## config.mk

```make
export PLATFORM = sky130hd
export DESIGN_NAME = fsb_trace_replay_engine
export DESIGN_NICKNAME = d
export VERILOG_FILES = /design/src/rtl/fsb_trace_replay_engine.sv
export SDC_FILE = /design/constraint.sdc
export NUM_CORES = 1
export LEC_CHECK = 0
export ABC_AREA = 0
export BUFFER_PORTS_ARGS = -buffer_cell sky130_fd_sc_hd__buf_2
export CORE_ASPECT_RATIO = 1.4
export CORE_MARGIN = 8
export CORE_UTILIZATION = 47
export CTS_CLUSTER_DIAMETER = 40
export DETAILED_ROUTE_END_ITERATION = 10
export HOLD_SLACK_MARGIN = 0.12
export PLACE_DENSITY_LB_ADDON = 0.15
export SLEW_MARGIN = 20
export SYNTH_ARGS = -nofsm -noshare
export SYNTH_HDL_FRONTEND = slang
export SYNTH_SLANG_ARGS = --single-unit
export TNS_END_PERCENT = 30
```

## constraint.sdc

```tcl
create_clock -name clk_i -period 2.3 [get_ports clk_i]
set_clock_uncertainty 0.2 [all_clocks]
set_input_delay 0.115 -clock clk_i [delete_from_list [all_inputs] [get_ports clk_i]]
set_output_delay 0.115 -clock clk_i [all_outputs]
set_load 0.05 [all_outputs]
```

## src/rtl/fsb_trace_replay_engine.sv

```systemverilog
// Trace-replay engine: walks a ROM program of {opcode, payload} words, sending
// payloads to a valid/ready DUT, checking its responses and timing waits.
module fsb_trace_replay_engine #(
  parameter int unsigned ring_width_p     = 32,
  parameter int unsigned rom_addr_width_p = 32
) (
  input  logic                        clk_i,
  input  logic                        reset_i,
  input  logic                        en_i,

  input  logic                        v_i,
  input  logic [ring_width_p-1:0]     data_i,
  output logic                        ready_o,

  output logic                        v_o,
  output logic [ring_width_p-1:0]     data_o,
  input  logic                        yumi_i,

  output logic [rom_addr_width_p-1:0] rom_addr_o,
  input  logic [ring_width_p+3:0]     rom_data_i,

  output logic                        done_o,
  output logic                        error_o
);

  typedef enum logic [3:0] {
    OP_WAIT       = 4'd0,
    OP_SEND       = 4'd1,
    OP_RECV       = 4'd2,
    OP_DONE       = 4'd3,
    OP_FINISH     = 4'd4,
    OP_CYCLE_INIT = 4'd5,
    OP_CYCLE_WAIT = 4'd6
  } op_e;

  localparam logic [rom_addr_width_p-1:0] PC_ONE  = rom_addr_width_p'(1);
  localparam logic [ring_width_p-1:0]     CNT_ONE = ring_width_p'(1);

  op_e                         op;
  logic [ring_width_p-1:0]     payload;
  logic                        active;

  logic [rom_addr_width_p-1:0] pc_q, pc_d;
  logic [ring_width_p-1:0]     cnt_q, cnt_d;
  logic                        done_q, done_d;
  logic                        err_q, err_d;

  assign op      = op_e'(rom_data_i[ring_width_p+3:ring_width_p]);
  assign payload = rom_data_i[ring_width_p-1:0];

  // reset_i is folded in so the handshakes stay low throughout reset,
  // not just after the first clock edge of it.
  assign active  = en_i & reset_i & ~done_q;

  always_comb begin
    pc_d    = pc_q;
    cnt_d   = cnt_q;
    done_d  = done_q;
    err_d   = err_q;
    v_o     = 1'b0;
    ready_o = 1'b0;
    if (active) begin
      case (op)
        OP_WAIT: pc_d = pc_q + PC_ONE;
        OP_SEND: begin
          v_o = 1'b1;
          if (yumi_i) pc_d = pc_q + PC_ONE;
        end
        OP_RECV: begin
          ready_o = 1'b1;
          if (v_i) begin
            if (data_i != payload) err_d = 1'b1;
            pc_d = pc_q + PC_ONE;
          end
        end
        OP_DONE, OP_FINISH: done_d = 1'b1;
        OP_CYCLE_INIT: begin
          cnt_d = payload;
          pc_d  = pc_q + PC_ONE;
        end
        OP_CYCLE_WAIT: begin
          if (cnt_q == '0) pc_d = pc_q + PC_ONE;
          else             cnt_d = cnt_q - CNT_ONE;
        end
        default: begin
          err_d = 1'b1;
          pc_d  = pc_q + PC_ONE;
        end
      endcase
    end
  end

  always_ff @(posedge clk_i or negedge reset_i) begin
    if (!reset_i) begin
      pc_q   <= '0;
      cnt_q  <= '0;
      done_q <= 1'b0;
      err_q  <= 1'b0;
    end else begin
      pc_q   <= pc_d;
      cnt_q  <= cnt_d;
      done_q <= done_d;
      err_q  <= err_d;
    end
  end

  assign data_o     = payload;
  assign rom_addr_o = pc_q;
  assign done_o     = done_q;
  assign error_o    = err_q;

endmodule

```

# Word level (Yosys, flattened, before mapping)
# Index checks and enable logic that the tools add are counted.
# totals
reg_bits,66
latchBits,0
mem_bits_rw,0
mem_bits_ro,0
inputBits,73
out_inout_bits,68
mem_count,0
# classes
addsub,2
mul,0
div_mod_pow,0
magnitude_cmp,0
eq_ne,12
shifts,0
muxes,13
bitwise,5
reduce_logical,9
# op_table
operator,count
32-bit two-way mux,4
32-bit case mux with 4 select lines,1
32-bit case mux with 2 select lines,1
32-bit by 1-bit adder with 32-bit output (second input constant),1
32-bit logical NOT,1
32-bit inequality test,1
32-bit by 1-bit subtractor with 32-bit output (second input constant),1
4-bit by 3-bit == test with 1-bit output (second input constant),3
2-bit inequality test (second input constant),5
4-bit by 2-bit == test with 1-bit output (second input constant),2
1-bit two-way mux,6
6-bit OR reduction,1
5-bit AND reduction,1
4-bit by 1-bit == test with 1-bit output (second input constant),1
4-bit logical NOT,1
4-bit AND reduction,1
1-bit inverter,3
3-bit AND reduction,1
1-bit bitwise AND,2
1-bit case mux with 2 select lines,1
2-bit AND reduction,1
2-bit nonzero test,1
2-bit OR reduction,1

# Logic depth before layout (Yosys ltp)
# depth
word_depth,4
depth_mapped,10

# Worst setup path after synthesis
# No wires, ideal clock.
# synth_timing
path_kind,flip-flop to flip-flop
start,reg pc_q[7] (netlist: rom_addr_o[7])
end,reg pc_q[25] (netlist: rom_addr_o[25])
arrival_time_ns,2.178
required_ns,1.954
slack_ns,-0.224
stages_incl_launch_ff,8
path_buffers,2
synth_period_minus_slack_ns,2.524
path_cell_list,dfrtp_1 > nand4_1 > or3_1 > buf_2 > or2_1 > buf_2 > nor4b_1 > xor2_1
# synth_via
elab_chain_cells,3
elab_cells_between_ends,5
cone_classes,1 x add/sub; 4 x mux
# synth_lines
element,line_no,source
from (decl),43,"logic [rom_addr_width_p-1:0] pc_q, pc_d;"
from (signal assigned),100,pc_q <= pc_d;
32-bit by 1-bit adder with 32-bit output (*),n/a,
"32-bit two-way mux, on equally long branches","82, 67, 71",
32-bit case mux with 4 select lines (*),63,case (op)
# Mark *: on every way between the ends. The rest lies on a longest branch, timed or not. The select of a mux whose other input is x is not followed.
# A chain may end at the register's enable or synchronous reset.

# Worst setup path after layout
# layout_timing
start,reg cnt_q[0]
end,reg pc_q[26] (netlist: rom_addr_o[26])
# layout_via
elab_chain_cells,3
# layout_lines
element,line_no,source
from (decl),44,"logic [ring_width_p-1:0] cnt_q, cnt_d;"
from (signal assigned),101,cnt_q <= cnt_d;
32-bit logical NOT,82,if (cnt_q == '0) pc_d = pc_q + PC_ONE;
2-bit inequality test (no source line),n/a,
5-bit AND reduction (no source line),n/a,
# Every way passes these cells.

==> metrics <==
Worst path top cell family by delay=simple AND/OR/NAND/NOR gates; Layout area overhead=51.1%; Worst Max-Slew Pin Slew=0.657 ns; number of synthesized flops with an enable pin=0; cts bufs inserted=9; combinational family with the most area after synthesis=simple AND/OR/NAND/NOR gates; Power Density=754 nW/um^2; Peak Freq=0.399 GHz; Net Sw Power=0.00182 W; first-pass GRT wire length=23900 um; cell internal pwr=0.00319 W; top cells by area, synth=dfrtp_1 38%, xor2_1 10%, buf_4 5.5%, a21oi_1 3.9%, o21ai_0 3.9%; XOR/XNOR Fraction of Synth Area=12.6%; Die Y-Extent=130 um; Cell Area, Synth=4390 um^2; largest net degree at the start of global routing=42; Compound-Gate Fraction of Synth Area=15.3%; CTS tree=yes; Final Core Density=71.4%; power share of the clock group=31.9%; pre-CTS setup slack=-0.209 ns; HP Class=input pin to asynchronous set/reset pin; H-tree Lvls=3; Detail Placement HPWL=10400 um; Worst VDD drop=0.579 mV; crit-path most repeated cell=buf_12; setup repair after global routing missed its margin=true; initial antenna violation count=1; Layout Nets=773; min Tclk post-route=2.50 ns; top-area cell type share of the netlist area=37.6%; Overall Global Routing Usage=23.5%; Cells after Synth=496; DR vias=4634; post-route setup slack=-0.203 ns; Avg Synthesized Cell Area=8.86 um^2; CTS sink count=66; Syn Nets=571; Pre-Repair DR Iteration Count=5; crit path max fanout=6; Core Region=9300 um^2; port buffer count=140; Setup CP Type=flop to flop; sequential-to-total area share from yosys stat=37.6%; maximum root-to-sink buffer count=2; mux cell area share after synthesis=0.256%; crit start category=flop; Max Slew Vio Count=0; Comb power frac=34.7%; fin crit share=109%; post-synthesis simple-gate area fraction=24.7%; remaining global-route overflow=0; Final Hold Vio Count=0; CP Cell Sequence=inv_2 > ha_4 > or3b_4 > nor2_4 > nand4_1 > a21o_4 > buf_12 > buf_12 > nor4_4 > xor2_1; Clock Latency Late Sink=0.34 ns; Via density=5.69; number of synthesis warnings=0; total chip power=0.00501 W; failing checks=setup timing; Setup-failing EPs final=27; Die Wd=97.7 um; WP buf/inv=3; GP Congestion=0.861; Adder-Cell Fraction of Synth Area=0.569%; Most used DFF post-synth=dfrtp_1; Hold Slack=0.241 ns; vias in the first global route=4798; number of top-level pins=141; die area=12700 um^2; layout filler cell count=703; Detailed Route WL=15400 um; Clock Pin Slew Worst Setup and Hold Paths=0.06 ns; CP max-delay cell=dfrtp_1; Max Cap Viol=0; Worst EP arrival=2.56 ns; Initial Util=47.2%; WL/cell=18.9 um; part of the power in registers=33.4%; ys async rst share=100%; Sw Ratio=36.3%; DRT iter0 DRCs=253; share of cells above drive strength 1=43.1%; Root Driver=clkbuf_16; CP endpoint kind=flop; slew margin rel.=55.8%; antenna viol nets, final=0; Synth area leader=dfrtp_1; row cnt=42; Max stage delay on crit path=0.39 ns; post-synthesis cell type count=61; Leakage=3.22 nW; final non-filler cell area=6640 um^2; number of synthesized register bits=66; Cell Area, Placed=5400 um^2; run status=finished with violations; WP data required=2.35 ns; number of remaining DRC errors=0
state kept, by name, summed over array words and instances (netlist names):
| signal | flops |
|---|---|
| cnt_q | 32 |
| error_o | 1 |
| rom_addr_o | 32 |
| done_o | 1 |
stage by stage:
step           cells  setup TNS (ns)
2_1_floorplan    496         -0.0444
3_3_place_gp     747           -1.49
3_5_place_dp     747           -3.02
4_1_cts          810           -1.17
5_1_grt          814           -6.67
6_report         814           -2.55
cell families (layout without fill, tap and decap cells):
group	count (synthesis)	count (layout)
simple gates	184	184
buf+inv	70	277
flops	66	66
xor+xnor	63	63
compound gates	110	110
other cells	0	1
fa+ha+maj	2	2
mux	1	1
final cells by class:
type	count	area, um^2	share of cell area (%)
antenna	1	2.50	0.0377
clock buffer	10	229	3.45
clock inverter	6	115	1.73
inverter	13	48.8	0.735
multi-input combinational	360	2730	41.1
sequential	66	1660	25.1
tap	110	138	2.07
timing repair buffer	248	1710	25.8
per-layer routing:
layer,wire (um),up-vias,global-route usage [%]
met2,8520,160,44.7
met3,754,29,5.30
met5,0,-,0
met4,366,0,8.93
met1,5720,2274,24.6
li1,-,2171,-
cell usage in the layout, fill, tap and decap left out, types with 4 or more instances in the layout:
cell type and instances:
nor3_4 6, nor2_2 6, nor3_2 11, nor2_1 29, dlygate4sd3_1 40, a21oi_2 4
a21oi_1 30, buf_2 140, nand4_1 16, a2bb2oi_1 5, nor4_4 12, nand3_1 15
a22oi_1 6, inv_1 11, o22ai_1 6, buf_12 4, nand2b_1 4, nand2_1 23
o21ai_0 29, nor3_1 6, and3_1 5, xnor2_1 11, dfrtp_1 56, buf_4 59
xor2_1 52, nor4_1 11, clkbuf_16 9, dfrtp_2 10, o21ai_1 5
power groups by stage:
| stage | sequential, W | clock, W | combinational, W |
|---|---|---|---|
| 3_5_place_dp | 0.00167 | 0 | 0.00156 |
| 3_3_place_gp | 0.00166 | 0 | 0.00154 |
| 6_report | 0.00167 | 0.00160 | 0.00174 |
| 5_1_grt | 0.00171 | 0.00167 | 0.00185 |
| 2_1_floorplan | 0.00194 | 0 | 0.000671 |
| 4_1_cts | 0.00165 | 0.00161 | 0.00168 |
synth_stat cells (10+ instances only):
| master | n |
|---|---|
| a21oi_1 | 34 |
| buf_4 | 32 |
| clkbuf_1 | 19 |
| dfrtp_1 | 66 |
| inv_1 | 13 |
| nand2_1 | 24 |
| nand3_1 | 18 |
| nand4_1 | 16 |
| nor2_1 | 37 |
| nor3_1 | 22 |
| nor4_1 | 13 |
| nor4_2 | 10 |
| o21ai_0 | 34 |
| xnor2_1 | 11 |
| xor2_1 | 52 |
worst register-to-register path, delay by kind of cell, from the launching register on:
| kind | cells | cell delay [ns] |
|---|---|---|
| simple gates | 4 | 0.82 |
| flops | 1 | 0.39 |
| buf+inv | 3 | 0.38 |
| compound gates | 1 | 0.32 |
| xor+xnor | 1 | 0.19 |
| fa+ha+maj | 1 | 0.14 |
final timing paths:
path	startpoint	end	slack, ns	cells past startpoint
worst max-delay path	cnt_q[0]	rom_addr_o[26]	-0.20	10
worst min-delay path	reset_i	cnt_q[3]	0.24	3
worst max register to register	cnt_q[0]	rom_addr_o[26]	-0.20	10
worst min register to register	rom_addr_o[31]	rom_addr_o[31]	0.27	1
max in group asynchronous	reset_i	rom_addr_o[7]	0.77	4
min in group clk_i	rom_addr_o[31]	rom_addr_o[31]	0.27	1
repair_timing:
| item | in CTS | in global routing |
|---|---|---|
| resized for setup | 41 | 39 |
| endpoints found under the setup margin | 41 | 64 |
| buffers inserted | 5 | 3 |
| pin swaps | 17 | 31 |
| hold buffers | 40 | 0 |
| cloned | 2 | 0 |
| hold endpoints to repair | 59 | 0 |
No activity file was read; power rests on OpenSTA's default activity.
